## config.mk

```make
export PLATFORM = sky130hd
export DESIGN_NAME = multicycle_cpu
export DESIGN_NICKNAME = d
export VERILOG_FILES = /design/src/rtl/cpu_pkg.sv /design/src/rtl/cpu_alu.sv /design/src/rtl/multicycle_cpu.sv
export SDC_FILE = /design/constraint.sdc
export NUM_CORES = 1
export LEC_CHECK = 0
export ABC_AREA = 1
export CORE_MARGIN = 1
export CORE_UTILIZATION = 59
export DETAILED_ROUTE_END_ITERATION = 8
export HOLD_SLACK_MARGIN = 0.12
export PLACE_DENSITY = 0.74
export SLEW_MARGIN = 10
export SYNTH_ARGS = -nofsm -noshare
export SYNTH_HDL_FRONTEND = slang
export SYNTH_SLANG_ARGS = --single-unit
```

## constraint.sdc

```tcl
create_clock -name clk -period 5.5 [get_ports clk]
set_clock_uncertainty 0.1 [all_clocks]
set_input_delay 1.375 -clock clk [delete_from_list [all_inputs] [get_ports clk]]
set_output_delay 1.375 -clock clk [all_outputs]
set_load 0.005 [all_outputs]
```

## src/rtl/cpu_pkg.sv

```systemverilog
// Shared definitions for the multi-cycle CPU: opcodes, FSM states and
// instruction-field width helpers.
package cpu_pkg;

    localparam logic [3:0] OP_NOP = 4'h0;
    localparam logic [3:0] OP_LDI = 4'h1;
    localparam logic [3:0] OP_MOV = 4'h2;
    localparam logic [3:0] OP_ADD = 4'h3;
    localparam logic [3:0] OP_SUB = 4'h4;
    localparam logic [3:0] OP_AND = 4'h5;
    localparam logic [3:0] OP_OR  = 4'h6;
    localparam logic [3:0] OP_XOR = 4'h7;
    localparam logic [3:0] OP_SHL = 4'h8;
    localparam logic [3:0] OP_JMP = 4'h9;
    localparam logic [3:0] OP_JZ  = 4'hA;
    localparam logic [3:0] OP_HLT = 4'hF;

    typedef enum logic [2:0] {
        S_IDLE,
        S_FETCH,
        S_DECODE,
        S_EXECUTE,
        S_WRITEBACK,
        S_HALT
    } state_t;

    // Instruction layout, msb first: op(4) | rd(REG_AW) | rs(REG_AW) | imm(WIDTH)
    function automatic int instr_width(input int width, input int num_regs);
        return 4 + 2 * $clog2(num_regs) + width;
    endfunction

    function automatic int rd_lsb(input int width, input int num_regs);
        return width + $clog2(num_regs);
    endfunction

    function automatic logic is_alu_op(input logic [3:0] op);
        return op inside {OP_ADD, OP_SUB, OP_AND, OP_OR, OP_XOR, OP_SHL};
    endfunction

endpackage

```

## src/rtl/cpu_alu.sv

```systemverilog
// Combinational ALU: the result is formed as a WIDTH+1-bit value so the
// top bit carries the ADD carry, SUB borrow or SHL shifted-out msb.
module cpu_alu
    import cpu_pkg::*;
#(
    parameter int WIDTH = 8
) (
    input  logic [3:0]       op,
    input  logic [WIDTH-1:0] a,
    input  logic [WIDTH-1:0] b,
    output logic [WIDTH-1:0] y,
    output logic             carry,
    output logic             zero
);

    logic [WIDTH:0] sum;

    always_comb begin
        sum = '0;
        case (op)
            OP_ADD:  sum = {1'b0, a} + {1'b0, b};
            OP_SUB:  sum = {1'b0, a} - {1'b0, b};
            OP_AND:  sum = {1'b0, a & b};
            OP_OR:   sum = {1'b0, a | b};
            OP_XOR:  sum = {1'b0, a ^ b};
            OP_SHL:  sum = {a, 1'b0};
            default: sum = {1'b0, a};
        endcase
    end

    assign y     = sum[WIDTH-1:0];
    assign carry = sum[WIDTH];
    assign zero  = (y == '0);

endmodule

```

## src/rtl/multicycle_cpu.sv

```systemverilog
// Multi-cycle CPU: loadable instruction memory, register file and a
// FETCH/DECODE/EXECUTE/WRITEBACK controller; every instruction takes 4 cycles.
module multicycle_cpu
    import cpu_pkg::*;
#(
    parameter  int WIDTH      = 8,
    parameter  int NUM_REGS   = 4,
    parameter  int IMEM_DEPTH = 16,
    localparam int REG_AW     = $clog2(NUM_REGS),
    localparam int PC_W       = $clog2(IMEM_DEPTH),
    localparam int INSTR_W    = instr_width(WIDTH, NUM_REGS)
) (
    input  logic               clk,
    input  logic               rst,
    input  logic               prog_we,
    input  logic [PC_W-1:0]    prog_addr,
    input  logic [INSTR_W-1:0] prog_data,
    input  logic               start,
    output logic [WIDTH-1:0]   result,
    output logic               zero,
    output logic               carry,
    output logic               busy,
    output logic               halted,
    output logic [PC_W-1:0]    pc,
    output logic [15:0]        retired
);

    localparam int RD_LSB = rd_lsb(WIDTH, NUM_REGS);

    state_t state, state_nxt;

    logic [INSTR_W-1:0] imem [IMEM_DEPTH];
    logic [WIDTH-1:0]   regs [NUM_REGS];
    logic [INSTR_W-1:0] ir;
    logic [WIDTH-1:0]   a_q, b_q, alu_y_q;
    logic               alu_c_q, alu_z_q;
    logic [WIDTH-1:0]   alu_y;
    logic               alu_c, alu_z;

    logic [3:0]        op;
    logic [REG_AW-1:0] rd, rs;
    logic [WIDTH-1:0]  imm;

    assign op  = ir[INSTR_W-1 -: 4];
    assign rd  = ir[RD_LSB +: REG_AW];
    assign rs  = ir[WIDTH +: REG_AW];
    assign imm = ir[WIDTH-1:0];

    assign busy   = (state inside {S_FETCH, S_DECODE, S_EXECUTE, S_WRITEBACK});
    assign halted = (state == S_HALT);

    cpu_alu #(.WIDTH(WIDTH)) u_alu (
        .op    (op),
        .a     (a_q),
        .b     (b_q),
        .y     (alu_y),
        .carry (alu_c),
        .zero  (alu_z)
    );

    always_ff @(posedge clk or negedge rst) begin
        if (!rst) state <= S_IDLE;
        else      state <= state_nxt;
    end

    always_comb begin
        state_nxt = state;
        case (state)
            S_IDLE, S_HALT: if (start) state_nxt = S_FETCH;
            S_FETCH:        state_nxt = S_DECODE;
            S_DECODE:       state_nxt = S_EXECUTE;
            S_EXECUTE:      state_nxt = S_WRITEBACK;
            S_WRITEBACK:    state_nxt = (op == OP_HLT) ? S_HALT : S_FETCH;
            default:        state_nxt = S_IDLE;
        endcase
    end

    // NOTE: the program store has no reset so it maps onto plain RAM and survives rst.
    always_ff @(posedge clk) begin
        if (prog_we && !busy) imem[prog_addr] <= prog_data;
    end

    // NOTE: all state below uses <= so every stage sees last cycle's values.
    always_ff @(posedge clk or negedge rst) begin
        if (!rst) begin
            for (int i = 0; i < NUM_REGS; i++) regs[i] <= '0;
            ir      <= '0;
            a_q     <= '0;
            b_q     <= '0;
            alu_y_q <= '0;
            alu_c_q <= 1'b0;
            alu_z_q <= 1'b0;
            result  <= '0;
            zero    <= 1'b0;
            carry   <= 1'b0;
            pc      <= '0;
            retired <= '0;
        end else begin
            case (state)
                S_IDLE, S_HALT: begin
                    if (start) begin
                        pc      <= '0;
                        retired <= '0;
                    end
                end
                S_FETCH: ir <= imem[pc];
                S_DECODE: begin
                    a_q <= regs[rd];
                    b_q <= regs[rs];
                end
                S_EXECUTE: begin
                    alu_y_q <= alu_y;
                    alu_c_q <= alu_c;
                    alu_z_q <= alu_z;
                end
                S_WRITEBACK: begin
                    retired <= retired + 16'd1;
                    pc      <= pc + 1'b1;
                    case (op)
                        OP_LDI: begin
                            regs[rd] <= imm;
                            result   <= imm;
                        end
                        OP_MOV: begin
                            regs[rd] <= b_q;
                            result   <= b_q;
                        end
                        OP_JMP: pc <= imm[PC_W-1:0];
                        OP_JZ:  if (zero) pc <= imm[PC_W-1:0];
                        // A halted core keeps pointing at its HLT instruction.
                        OP_HLT: pc <= pc;
                        default: begin
                            if (is_alu_op(op)) begin
                                regs[rd] <= alu_y_q;
                                result   <= alu_y_q;
                                carry    <= alu_c_q;
                                zero     <= alu_z_q;
                            end
                        end
                    endcase
                end
                default: ;
            endcase
        end
    end

endmodule

```

==> summary.md <==
| Metric | Value |
|---|---|
| Status | finished, final reports clean |
| Number of distinct library cells after synthesis | 48 |
| Leakage | roughly 7.1 nW |
| Clk pin slew, worst setup/hold paths | about 0.060 ns |
| Most area-consuming cells after synthesis | edfxtp_1, dfrtp_1, nand2_1, o21ai_0, nor2_1 |
| Post-synthesis cell area | roughly 0.017 mm² |
| Power per Cell Area | between 500 and 600 mW/mm² |
| Global Route Usage Sum | just under 30% |
| Ys flop type | edfxtp_1 |
| Chip width | ~170 µm |
| Mean Syn Cell Area | 10.50 µm² |
| Adder-Cell Fraction of Synth Area | around 2.2% |
| Post-DR wirelength/cell | 20.77 µm |
| Clock latency on the worst-skew pair | around 0.53 ns |
| Synth Area in Simple Gates | a little over an eighth |
| Unrepaired setup endpoints after global routing | no |
| Synth Area in Compound Gates | roughly 15% |
| Buffer count from post-CTS setup fixing | 0 |
| Ports | 56 |
| CTS buffer count | 38 |
| Final Setup Violations | 0 |
| Hold path start | alu_y_q[7] |
| Crit path from | state[1] |
| Vias in the first global route | about 11000 |
| Most frequent cells in the layout | nand2_1, edfxtp_1, nor2_1 |
| Initial antenna violation count | 0 |
| Maxcap violations | 0 |
| Worst Hold Class | reg -> reg |
| Vias per inst | 6.023 |
| Root Driver | clkbuf_16 |
| Peak supply drop | a little under 300 µV |
| Synth Instances | around 1600 |
| Critical path type | reg -> out |
| Core footprint | about 0.027 mm² |
| Reg2reg setup slack | 2.30 ns |
| Crit path max fanout | 8 |
| Port bufs | 55 |
| # diodes | 0 |
| Layout area overhead | 11.93% |
| CP arrival | around 2.2 ns |
| Final period util | roughly two thirds |
| CTS max path bufs | 3 |
| Largest family of logic cells by synthesized area | compound AO/OA/AOI/OAI gates |
| Post-synth ARST share | a little under 30% |
| Yosys top cell area share | a little under half |
| Final Hold Viols | 0 |
| Yosys reg bits | about 360 |
| Largest net degree at the start of global routing | 74 |
| Seq/Total Area, Yosys | 62.81% |
| Final Wtd Congestion | ~0.91 |
| Yosys warnings | 0 |
| Clk sink count | 363 |
| Xor/xnor share of the synthesized area | less than 1% |
| Power, Total | 9.668 mW |
| Site Rows | 60 |
| CTS H-tree depth | 2 |
| Chip height | around 170 µm |
| DRC violations left | 0 |
| Iteration count of the initial detailed-routing pass | 5 |
| Fin. max-slew vios | 0 |
| Reg2reg start | pc[0] |
| Net count after synthesis | between 1500 and 2000 |
| Post-placement setup slack | around 1.5 ns |
| Mux contribution to synthesized area | 1.888% |
| Grt ovf | 0 |
| Final ANT Viol Nets | 0 |
| Final WL | around 42000 µm |
| Slew @ Worst Pin | around 1.1 ns |
| Initial core utilization | around 61% |
| EDFF count, synth | ~260 |
| Detailed-placement wirelength estimate | between 20000 and 30000 µm |
| Final worst slack | 1.836 ns |
| Worst Path Required | 4.03 ns |
| Post-CTS sizing | 0 |
| Cell taking the most area after synthesis | edfxtp_1 |
| Iteration-0 DRC Markers | 1344 |
| Via Count | around 12000 |
| Commonest non-fill, non-tap cell in the layout | nand2_1 |
| Max Fclk | 0.2730 GHz |
| Layout cells sized above 1 | 7.387% |
| Slew HR | between 20% and 30% |
| # nets final | around 1700 |
| Fin crit period | 3.664 ns |
| Setup TNS | 0 ns |
| Worst setup EP type | output pin |
| Global-route wire length before repair | 64510 µm |
| CP startpoint kind | flip-flop |
| TritonCTS clock tree | yes |
| Die area | 0.02864 mm² |
| CTS Hold Bufs | 0 |
cells by family after synthesis:
logic type | after synthesis
buffers and inverters | 195
xor gates and xnor gates | 10
adders and majority gates | 28
and+or+nand+nor | 545
AOI/OAI and AO/OA | 399
muxes | 31
DFF | 363
sequential cells by signal, indices dropped and copies added, names as in the netlist, 3 cells and up, named ones only:
signal / cells
pc: 4
b_q: 8
ir: 16
retired: 16
a_q: 8
result: 8
alu_y_q: 8
imem: 256
state: 3
Yosys cell counts, types with 2 or more instances:
library cell	count
clkbuf_1	43
nor2_1	176
a2bb2oi_1	5
a41oi_1	8
buf_4	2
o221ai_1	3
ha_1	27
buf_2	16
a31oi_1	12
nor2_4	3
buf_1	2
o22ai_2	3
o211ai_1	18
o21ai_0	150
mux2i_1	30
nand3_1	38
nand2_1	291
nand2_2	7
xor2_1	10
edfxtp_1	256
inv_2	9
a211oi_1	17
nor3_1	6
nand4_1	6
inv_1	119
o21a_1	2
or2_2	5
a32oi_1	9
o22ai_1	59
nand3b_1	4
a22oi_1	25
nor2_2	6
clkinv_1	3
a21oi_2	4
dfrtp_1	107
a21oi_1	78
worst max-delay path: stages (launching register included):
cell             delay (ns)
dfrtp_1                0.46
nor2_1                 0.22
nand2_1                0.27
nand3_1                0.20
clkdlybuf4s50_1        0.52
worst paths after layout:
kind / endpoint / depth (start not counted)
worst min register to register: alu_y_q[7] / 2
min in group asynchronous: retired[11] / 1
worst max register to register: ir[14] / 6
worst min-delay path: alu_y_q[7] / 2
worst max-delay path: busy / 4
max in group asynchronous: result[1] / 2
per-stage QoR:
stage               hold slack [ns]  cell area (µm²)  util [%]  std cells
CTS                          0.3973            18470     67.97       2010
global route                 0.4314            18470     67.97       2010
detailed placement           0.3753            17360     63.90       1944
global placement             0.3755            17360     63.90       1944
finish                       0.3923            18470     67.97       2010
floorplan                    0.3450            16500         -       1571
per-layer routing:
metal  wire, µm  part of all wire [%]  track usage, %  vias to the layer above
met1      16960                    41           41.04                     5794
met5          0                     0               0                        -
li1           -                     -               -                     5634
met4       1601                   3.8           11.44                        0
met2      20120                    48           48.65                      579
met3       3062                   7.3           3.801                       99
power by group:
group,switching (mW),leakage [nW],internal (mW),total [mW]
Combinational,2.41,2.84,1.24,3.65
Sequential,0.378,3.68,3.31,3.69
Clock,1.04,0.543,1.29,2.33
cell type report:
cell class | count | area [µm²]
flip-flops and latches | 363 | 10370
fillers | 2050 | 8705
multi-input cells | 1013 | 5415
clock buffers | 48 | 998.5
repair buffers | 65 | 623.1
inverters | 131 | 491.7
well taps | 372 | 465.4
clock inverters | 18 | 108.9
Power figures use the tool's default switching activity.
